===== config.mk =====
export PLATFORM = sky130hd
export DESIGN_NAME = signal_monitor_flat
export DESIGN_NICKNAME = d
export VERILOG_FILES = /design/src/rtl/signal_pkg.sv /design/src/rtl/signal_monitor_if.sv /design/src/rtl/sigmon_dwell_ctr.sv /design/src/rtl/signal_monitor.sv /design/src/flat_wrapper.sv
export SDC_FILE = /design/constraint.sdc
export NUM_CORES = 1
export LEC_CHECK = 0
export CAP_MARGIN = 20
export CORE_ASPECT_RATIO = 0.75
export CORE_UTILIZATION = 40
export CTS_CLUSTER_SIZE = 20
export DETAILED_ROUTE_END_ITERATION = 8
export GPL_TIMING_DRIVEN = 0
export PLACE_DENSITY_LB_ADDON = 0.25
export SYNTH_ARGS = -nofsm -noshare
export SYNTH_HDL_FRONTEND = slang
export SYNTH_SLANG_ARGS = --single-unit

===== constraint.sdc =====
create_clock -name clk -period 7.4 [get_ports clk]
set_input_delay 1.48 -clock clk [delete_from_list [all_inputs] [get_ports clk]]
set_output_delay 1.48 -clock clk [all_outputs]
set_load 0.05 [all_outputs]

===== src/rtl/signal_pkg.sv =====
// Shared definitions for the traffic-light signal bus.
// Imported by the signal controller and by signal_monitor.
package signal_pkg;

  // Encoding of the 2-bit signal bus; SIG_ILL never appears on a healthy bus.
  typedef enum logic [1:0] {
    RED     = 2'b00,
    YELLOW  = 2'b01,
    GREEN   = 2'b10,
    SIG_ILL = 2'b11
  } sig_t;

  typedef enum logic [2:0] {
    FC_NONE       = 3'd0,
    FC_ENCODING   = 3'd1,
    FC_TRANSITION = 3'd2,
    FC_SHORT      = 3'd3,
    FC_LONG       = 3'd4
  } fault_code_t;

  typedef enum logic [1:0] {
    ST_ACQ   = 2'd0,
    ST_TRACK = 2'd1,
    ST_FAULT = 2'd2
  } mon_state_t;

  // Legal successor in the RED -> YELLOW -> GREEN -> RED cycle.
  // SIG_ILL has no successor; mapping it to itself means nothing can follow it.
  function automatic sig_t next_sig(input sig_t s);
    case (s)
      RED:     return YELLOW;
      YELLOW:  return GREEN;
      GREEN:   return RED;
      default: return SIG_ILL;
    endcase
  endfunction

endpackage


===== src/rtl/signal_monitor_if.sv =====
// Bus between the signal controller side (master) and signal_monitor (slave).
// Optional build macro: SIGMON_STATS_EN adds cycle_done / cycle_cnt.
interface signal_monitor_if;

  logic [1:0]  signal;
  logic        clr;
  logic        locked;
  logic [1:0]  phase;
  logic        fault;
  logic [2:0]  fault_code;
`ifdef SIGMON_STATS_EN
  logic        cycle_done;
  logic [15:0] cycle_cnt;
`endif

`ifdef SIGMON_STATS_EN
  modport master (
    output signal, clr,
    input  locked, phase, fault, fault_code, cycle_done, cycle_cnt
  );

  modport slave (
    input  signal, clr,
    output locked, phase, fault, fault_code, cycle_done, cycle_cnt
  );
`else
  modport master (
    output signal, clr,
    input  locked, phase, fault, fault_code
  );

  modport slave (
    input  signal, clr,
    output locked, phase, fault, fault_code
  );
`endif

endinterface


===== src/rtl/sigmon_dwell_ctr.sv =====
// Dwell counter for signal_monitor: counts consecutive edges that sampled the
// same value, restarting at 1 on a change (or clear), saturating at all-ones.
// Compare flags are evaluated against the limits of the phase held in ph.
module sigmon_dwell_ctr
  import signal_pkg::*;
#(
  parameter int MIN_DWELL = 6,
  parameter int MAX_DWELL = 12,
  parameter int YEL_MIN   = 1,
  parameter int YEL_MAX   = 3,
  parameter int CNT_W     = 8
) (
  input  logic             clk,
  input  logic             rst_n,
  input  logic             load,
  input  sig_t             ph,
  output logic [CNT_W-1:0] cnt,
  output logic             below_min,
  output logic             at_max
);

  logic [CNT_W:0] cnt_inc;
  logic [CNT_W:0] ph_min;
  logic [CNT_W:0] ph_max;

  // Per-phase limits: YELLOW has its own window, RED/GREEN share one.
  always_comb begin
    ph_min = (CNT_W+1)'(MIN_DWELL);
    ph_max = (CNT_W+1)'(MAX_DWELL);
    if (ph == YELLOW) begin
      ph_min = (CNT_W+1)'(YEL_MIN);
      ph_max = (CNT_W+1)'(YEL_MAX);
    end
  end

  // Extra top bit of cnt_inc doubles as the saturation detect.
  assign cnt_inc   = {1'b0, cnt} + (CNT_W+1)'(1);
  // cnt is the completed dwell of ph when the bus changes on this edge.
  assign below_min = ({1'b0, cnt} < ph_min);
  // cnt_inc is the dwell including this edge; reaching the limit times out
  // without waiting for a change.
  assign at_max    = (cnt_inc == ph_max);

  // Load-1 on change/clear, otherwise increment and hold at all-ones.
  always_ff @(posedge clk or negedge rst_n) begin
    if (!rst_n) begin
      cnt <= CNT_W'(1);
    end else if (load) begin
      cnt <= CNT_W'(1);
    end else if (!cnt_inc[CNT_W]) begin
      cnt <= cnt_inc[CNT_W-1:0];
    end
  end

endmodule


===== src/rtl/signal_monitor.sv =====
// Passive checker for the traffic-light signal bus: encoding, phase order and
// per-phase dwell. The first violation is latched as a sticky fault code.
// Optional build macro: SIGMON_STATS_EN adds a completed-cycle pulse/counter.
//
// state    | meaning
// ---------+----------------------------------------------------------
// ST_ACQ   | after reset/clr; encoding checked, waiting for a legal change
// ST_TRACK | locked; encoding, order and dwell all checked
// ST_FAULT | sticky fault; code frozen until clr
module signal_monitor
  import signal_pkg::*;
#(
  parameter int MIN_DWELL = 6,
  parameter int MAX_DWELL = 12,
  parameter int YEL_MIN   = 1,
  parameter int YEL_MAX   = 3,
  parameter int CNT_W     = 8   // must hold MAX_DWELL+1
) (
  input logic              clk,
  input logic              rst_n,
  signal_monitor_if.slave  mon
);

  sig_t             samp;
  sig_t             prev_q;
  logic [1:0]       phase_q;
  mon_state_t       state_q;
  mon_state_t       state_d;
  fault_code_t      code_q;
  fault_code_t      code_d;
  fault_code_t      viol;
  logic             changed;
  logic             succ_ok;
  logic             below_min;
  logic             at_max;
  logic [CNT_W-1:0] dwell_cnt;
  logic             unused_cnt;

  assign samp    = sig_t'(mon.signal);
  assign changed = (samp != prev_q);
  assign succ_ok = (samp == next_sig(prev_q));

  sigmon_dwell_ctr #(
    .MIN_DWELL (MIN_DWELL),
    .MAX_DWELL (MAX_DWELL),
    .YEL_MIN   (YEL_MIN),
    .YEL_MAX   (YEL_MAX),
    .CNT_W     (CNT_W)
  ) u_dwell (
    .clk       (clk),
    .rst_n     (rst_n),
    .load      (changed | mon.clr),
    .ph        (prev_q),
    .cnt       (dwell_cnt),
    .below_min (below_min),
    .at_max    (at_max)
  );

  // The raw count is only consumed through the compare flags; it stays on the
  // sub-module boundary for debug probing.
  assign unused_cnt = ^dwell_cnt;

  // Bus sampler: prev always follows the bus, phase only takes legal values.
  always_ff @(posedge clk or negedge rst_n) begin
    if (!rst_n) begin
      prev_q  <= RED;
      phase_q <= 2'b00;
    end else begin
      prev_q <= samp;
      if (samp != SIG_ILL) begin
        phase_q <= samp;
      end
    end
  end

  // Violation classification; the if-chain order gives lowest-code priority.
  always_comb begin
    viol = FC_NONE;
    if (samp == SIG_ILL) begin
      viol = FC_ENCODING;
    end else if (state_q == ST_TRACK) begin
      if (changed && !succ_ok) begin
        viol = FC_TRANSITION;
      end else if (changed && below_min) begin
        viol = FC_SHORT;
      end else if (!changed && at_max) begin
        viol = FC_LONG;
      end
    end
  end

  // Next-state and fault-code logic; clr overrides any coincident violation.
  always_comb begin
    state_d = state_q;
    code_d  = code_q;
    if (mon.clr) begin
      state_d = ST_ACQ;
      code_d  = FC_NONE;
    end else begin
      case (state_q)
        ST_ACQ: begin
          if (viol != FC_NONE) begin
            state_d = ST_FAULT;
            code_d  = viol;
          end else if (changed && succ_ok) begin
            state_d = ST_TRACK;
          end
        end
        ST_TRACK: begin
          if (viol != FC_NONE) begin
            state_d = ST_FAULT;
            code_d  = viol;
          end
        end
        ST_FAULT: begin
          state_d = ST_FAULT;
        end
        default: begin
          state_d = ST_ACQ;
          code_d  = FC_NONE;
        end
      endcase
    end
  end

  // FSM state and latched fault code.
  always_ff @(posedge clk or negedge rst_n) begin
    if (!rst_n) begin
      state_q <= ST_ACQ;
      code_q  <= FC_NONE;
    end else begin
      state_q <= state_d;
      code_q  <= code_d;
    end
  end

  assign mon.locked     = (state_q == ST_TRACK);
  assign mon.fault      = (state_q == ST_FAULT);
  assign mon.fault_code = code_q;
  assign mon.phase      = phase_q;

`ifdef SIGMON_STATS_EN
  logic        accept_cycle;
  logic        cycle_done_q;
  logic [15:0] cycle_cnt_q;

  assign accept_cycle = !mon.clr && (state_q == ST_TRACK) && (viol == FC_NONE)
                        && (prev_q == GREEN) && (samp == RED);

  // Completed-cycle statistics; only rst_n clears them, clr leaves them alone.
  always_ff @(posedge clk or negedge rst_n) begin
    if (!rst_n) begin
      cycle_done_q <= 1'b0;
      cycle_cnt_q  <= 16'd0;
    end else begin
      cycle_done_q <= accept_cycle;
      if (accept_cycle) begin
        cycle_cnt_q <= cycle_cnt_q + 16'd1;
      end
    end
  end

  assign mon.cycle_done = cycle_done_q;
  assign mon.cycle_cnt  = cycle_cnt_q;
`endif

endmodule


===== src/flat_wrapper.sv =====
// flat-port wrapper written by rule: the top's interface ports become plain ports
module signal_monitor_flat import signal_pkg::*;
#(
  parameter int MIN_DWELL = 6,
  parameter int MAX_DWELL = 12,
  parameter int YEL_MIN   = 1,
  parameter int YEL_MAX   = 3,
  parameter int CNT_W     = 8                           
)
  (clk, rst_n, mon_signal, mon_clr, mon_locked, mon_phase, mon_fault, mon_fault_code);
  signal_monitor_if mon_i ();
  input logic clk;
  input logic rst_n;
  input wire logic [$bits(mon_i.signal)-1:0] mon_signal;
  input wire logic [$bits(mon_i.clr)-1:0] mon_clr;
  output wire logic [$bits(mon_i.locked)-1:0] mon_locked;
  output wire logic [$bits(mon_i.phase)-1:0] mon_phase;
  output wire logic [$bits(mon_i.fault)-1:0] mon_fault;
  output wire logic [$bits(mon_i.fault_code)-1:0] mon_fault_code;
  assign mon_i.signal = mon_signal;
  assign mon_i.clr = mon_clr;
  assign mon_locked = mon_i.locked;
  assign mon_phase = mon_i.phase;
  assign mon_fault = mon_i.fault;
  assign mon_fault_code = mon_i.fault_code;
  signal_monitor #(.MIN_DWELL(MIN_DWELL), .MAX_DWELL(MAX_DWELL), .YEL_MIN(YEL_MIN), .YEL_MAX(YEL_MAX), .CNT_W(CNT_W)) u_core (.clk(clk), .rst_n(rst_n), .mon(mon_i));
endmodule

* Word level (Yosys, flattened, before mapping)
Index checks and enable logic that the tools add are counted.
** Word-level totals
- Word-level logic and storage cells :: 52
- Input bits :: 5
- Output and inout port bits :: 7
- Register bits after elaboration :: 17
** Operators by class
- Reductions and logical operators :: 12
- Bitwise gates (word level) :: 1
- $lt $le $gt $ge :: 1
- Equality and inequality tests :: 14
- Muxes and demuxes :: 18
- $add $sub $neg :: 1
** Operator list (number)
- $mux W3 :: 8
- $mux W8 :: 2
- $pmux W2 S3 :: 2
- $add A8 B1 Y9 const B :: 1
- $eq A9 B9 Y1 :: 1
- $lt A8 B9 Y1 :: 1
- $mux W2 :: 4
- $eq A2 B2 Y1 const B :: 3
- $ne A2 B2 Y1 const B :: 3
- $pmux W3 S2 :: 1
- $eq A2 B1 Y1 const B :: 2
- $logic_and A1 B1 Y1 :: 4
- $logic_not A2 Y1 :: 2
- $mux W4 :: 1
- $ne A4 B2 Y1 const B :: 1
- $reduce_and A2 Y1 :: 2
- $ne A3 B1 Y1 const B :: 1
- $ne A3 B2 Y1 const B :: 1
- $reduce_bool A3 Y1 :: 1
- $eq A2 B2 Y1 :: 1
- $logic_not A1 Y1 :: 2
- $ne A2 B2 Y1 :: 1
- $reduce_or A2 Y1 :: 1
- $or A1 B1 Y1 :: 1

* Longest topological paths before layout
- Depth after elaboration :: 13
- Gate-level depth with buffers :: 9
- Mapped depth without buffers :: 9

* By module
Synthesis repeated with hierarchy kept, for this count alone.
** Unflattened totals
- Cells, all modules :: 121
- Area total of the unflattened synthesis :: 1159.9 um^2
** Modules (own cells, without submodules)
- signal_monitor :: instances 1, sequential area each 225.2 um^2, area an instance 624.3 um^2, cells each 63
- sigmon_dwell_ctr :: instances 1, sequential area each 201.4 um^2, area an instance 535.5 um^2, cells each 58

* Worst setup path before layout
OpenSTA, ideal clock, no wires.
- Path kind :: input -> register
- Start point :: input mon_signal[1]
- End point :: register u_core.state_q[1]
- Path buffers :: 1
- Library setup time :: 127 ps
- Stages :: 6
- Arrival time :: 2995 ps
- Path slack :: 4278 ps
- Required time :: 7273 ps
- Cells stage by stage :: buf_2 nor2_1 a2bb2o_1 o211a_1 or3b_4 mux2_1
** Between the ends
- Longest elaborated chain between the ends :: 12
- Elaborated cells between the ends (all ways) :: 21
- Classes of those cells :: eq/ne: 5; mux: 8; reduce/logical: 8
** Ends and longest elaborated chain
- start, declared :: RTL line flat_wrapper.sv:14 : input wire logic [$bits(mon_i.signal)-1:0] mon_signal;
- $ne A2 B2 Y1 :: RTL line signal_monitor.sv:40 : assign changed = (samp != prev_q);
- $logic_not A1 Y1 :: RTL line signal_monitor.sv:86 : end else if (!changed && at_max) begin
- $logic_and A1 B1 Y1 :: RTL line signal_monitor.sv:86
- $mux W3 :: RTL line signal_monitor.sv:86
- $mux W3 :: RTL line signal_monitor.sv:84 : end else if (changed && below_min) begin
- $mux W3 :: RTL line signal_monitor.sv:82 : if (changed && !succ_ok) begin
- $mux W3 :: RTL line signal_monitor.sv:81 : end else if (state_q == ST_TRACK) begin
- $mux W3 :: RTL line signal_monitor.sv:79 : if (samp == SIG_ILL) begin
- $reduce_bool A3 Y1 :: RTL line signal_monitor.sv:102, signal_monitor.sv:110
- $mux W2 :: RTL line signal_monitor.sv:102 : if (viol != FC_NONE) begin
- $pmux W2 S3 :: RTL line signal_monitor.sv:100 : case (state_q)
- $mux W2 :: RTL line signal_monitor.sv:96 : if (mon.clr) begin
- end signal, assigned :: RTL line signal_monitor.sv:132 : state_q <= state_d;
- end, declared :: RTL line signal_monitor.sv:27 : mon_state_t state_q;
Parallel ways exist; a longest one is shown, timed or not.
A chain may end at the register's enable or synchronous reset.

* Worst setup path in the final report
Same ends and word-level chain as after synthesis.

==> results by group <==
Layout
  • Fillers: 285
  • Antenna cell count: 0
  • Multi-input gate area: 728.2 sq um
  • Nets: 156
  • Synth-to-layout area growth: 15.63%
  • Layout cells sized above 1: 16.20%
  • Final Util: 48.55%
  • Register Area: 426.7 sq um

Die
  • Total I/O pin count: 12
  • Die height: 50.07 um
  • Die area: 3309 sq um
  • Starting density of the core: 41.99%
  • Core Rows: 17
  • Core ar.: 2935 sq um
  • Die width: 66.10 um

Detailed routing
  • WL final: 2616 um
  • Routed vias: 1014
  • Initial DRC count: 43
  • Routed WL per cell: 14.53 um
  • TritonRoute pass-1 iters: 6
  • DRT antenna net count: 0
  • # DRC: 0
  • Via-to-Cell Ratio: 5.633

Clocking
  • CTS sink count: 17
  • Root buffer cell: clkbuf_8
  • Largest buffer count on any clock path: 2
  • Clock Latency Late Sink: 0.25 ns
  • CTS tree: built
  • Post-CTS Setup Inserts: 0
  • CTS Hold Bufs: 0
  • H-Tree Depth: 1
  • Post-CTS Resized: 0
  • Inserted Clock Buffers: 3
  • Clock transition at path regs: 0.07 ns

Pwr
  • LEAKAGE: 0.5980 nW
  • Power density cells: 170.4 nW/um^2
  • Net Sw Frac: 32.45%
  • Switch Pwr: 0.00007877 W
  • Cell-internal power: 0.0001640 W
  • Clock share of power: 28.4%
  • Combinational power share: 29.1%
  • Total power: 0.0002428 W
  • Worst VDD drop: 0.09050 mV
  • Sequential share of power: 42.5%

Setup path
  • Crit path cell chain: clkdlybuf4s50_1, buf_2, nor2_1, a21oi_1, o22ai_1, a32oi_1, or3b_4, mux2_1
  • Worst Path Arrival: 3.64 ns
  • Max FO, Critical Path: 9
  • CP Capture Type: flip-flop
  • Critical Path RT: 7.53 ns
  • CP Class: primary input to flip-flop
  • R2R depth: 8
  • Stages on the worst setup path: 8
  • CP max stage cell: clkdlybuf4s50_1
  • CP max stage delay: 0.47 ns
  • CP Launch Type: primary input
  • CP top delay family: buffers and inverters
  • WP buf/inv: 2

Global routing
  • First-pass GRT wire length: 4347 um
  • Initial antenna violation count: 0
  • Vias in the first global route: 956
  • GRT Total Usage: 17.20%
  • Largest net degree at the start of global routing: 18
  • Aggregate global routing overflow: 0

Timing
  • Final clock skew: 0.001239 ns
  • RSZ-0062 raised after global routing: false
  • Setup Viol. Count Final: 0
  • F_max: 285.2 MHz
  • Worst slew margin: 47.74%
  • Final Hold Viols: 0
  • Setup_tns: 0 ns
  • Final worst path period need: 3.507 ns
  • Slew Viols, Final: 0
  • Slew @ Worst Pin: 0.7814 ns
  • Final period util: 47.39%

Synthesis
  • Largest family of logic cells by synthesized area: simple AND/OR/NAND/NOR gates
  • Portion of netlist area occupied by mux cells: 3.350%
  • Post-synthesis adder-cell area fraction: 8.122%
  • Synthesized area: 1232 sq um
  • Compound-Gate Fraction of Synth Area: 20.30%
  • Yosys warns: 0
  • Async set or reset register ratio after synthesis: 100.0%
  • Most frequent cell after synthesis: dfrtp_1
  • Post-Syn Nets: 141
  • Xor-xnor portion of the synthesized cell area: 5.685%
  • Commonest register cell after synthesis: dfrtp_1
  • Most frequent cells after synthesis: dfrtp_1 (16), inv_1 (11), a21oi_1 (9), ha_1 (8), nor2_1 (8)
  • Post-synthesis register bit count: 17
  • Post-synthesis cell count: 128
  • Post-Synth Simple-Gate Area: 21.62%
  • Leading post-synthesis cells by cell area: dfrtp_1 (32%), ha_1 (8.1%), a21oi_1 (3.7%), a2111oi_2 (3.7%), inv_1 (3.4%)
  • Post-synth top area cell: dfrtp_1
  • Sequential area share after synthesis: 34.62%
  • Count of cell types in the netlist: 45
  • Syn avg cell area: 9.628 sq um
  • Share of the synthesized area in the top cell type: 32.49%
  • Post-synth EDFFs: 0

Placed design
  • Gp weighted congestion: 0.8346
  • Post-DP HPWL: 1937 um
  • Port bufs: 10

Flow run
  • MaxCap Viol Count: 0

Run status
  • Status: completed

Min path
  • WHS Path Cells: 2
  • Hold Crit Class: flip-flop to flip-flop
==> cells in the final DEF (no fill, tap or decap), types with 3 or more instances in the layout <==
cell,synthesis,final
a2111oi_2,3,3
a21oi_1,9,9
buf_2,4,4
clkbuf_8,0,3
clkdlybuf4s50_1,0,10
dfrtp_1,16,16
ha_1,8,8
inv_1,11,11
mux2i_1,3,3
nand2_1,7,7
nand3_1,6,6
nor2_1,8,8
o22ai_1,5,5
xnor2_1,4,4
xor2_1,4,4
==> logic make-up after synthesis <==
| group | after synthesis |
|---|---|
| xor gates and xnor gates | 8 |
| AOI/OAI and AO/OA | 32 |
| DFF | 17 |
| adders and majority gates | 8 |
| and+or+nand+nor | 42 |
| buffers and inverters | 17 |
| muxes | 4 |
==> state kept, by name, summed over array words and instances, names as in the netlist <==
name                   flops
u_core.u_dwell.cnt         8
u_core.mon.fault_code      3
u_core.mon.phase           2
u_core.prev_q              2
u_core.state_q             2
==> final cells by class <==
| class | instances | share of cell area (%) |
|---|---|---|
| Tap cell | 38 | 3.336 |
| Inverter | 11 | 2.897 |
| Clock buffer | 4 | 3.161 |
| Timing Repair Buffer | 10 | 7.024 |
| Sequential cell | 17 | 29.94 |
| Buffer | 6 | 2.546 |
| Multi-Input combinational cell | 94 | 51.10 |
==> routing by layer <==
metal  vias to the layer above  global-route usage, %  wire, um
li1                        494                      -         -
met1                       496                  23.71      1267
met2                        22                  26.53      1225
met3                         2                  4.861       109
met4                         0                  3.901        14
met5                         -                      0         0
==> worst min-delay path, delay by kind of cell, from the launching register on <==
kind | cells | cell delay (ns)
flip-flops | 1 | 0.37
AO/OA/AOI/OAI | 1 | 0.06
buffers and inverters | 1 | 0.05
==> power by group through the flow <==
stage          registers [W]  clock network [W]  logic (W)
2_1_floorplan       0.000110                  0  0.0000458
3_3_place_gp        0.000105                  0  0.0000691
3_5_place_dp        0.000105                  0  0.0000703
4_1_cts             0.000103          0.0000717  0.0000711
5_1_grt             0.000104          0.0000759  0.0000771
6_report            0.000103          0.0000690  0.0000706
==> worst paths after layout <==
| check | end | from | slack (ns) |
|---|---|---|---|
| worst max register to register | u_core.state_q[1] | u_core.prev_q[0] | 4.67 |
| max in group asynchronous | u_core.state_q[0] | rst_n | 5.23 |
| worst min-delay path | u_core.mon.phase[1] | u_core.mon.phase[1] | 0.52 |
| worst max-delay path | u_core.state_q[1] | mon_signal[1] | 3.89 |
| worst min register to register | u_core.mon.phase[1] | u_core.mon.phase[1] | 0.52 |
| min in group asynchronous | u_core.u_dwell.cnt[2] | rst_n | 1.69 |
==> per-stage QoR <==
step | cell area, sq um | cells | hold slack (ns) | worst slack, ns
finish | 1425 | 180 | 0.5248 | 3.893
global route | 1425 | 180 | 0.5518 | 3.764
CTS | 1425 | 180 | 0.5313 | 3.899
detailed placement | 1380 | 176 | 0.5209 | 3.644
global placement | 1380 | 176 | 0.5115 | 3.666
floorplan | 1232 | 128 | 0.5529 | 4.278
No activity file was read; power rests on OpenSTA's default activity.
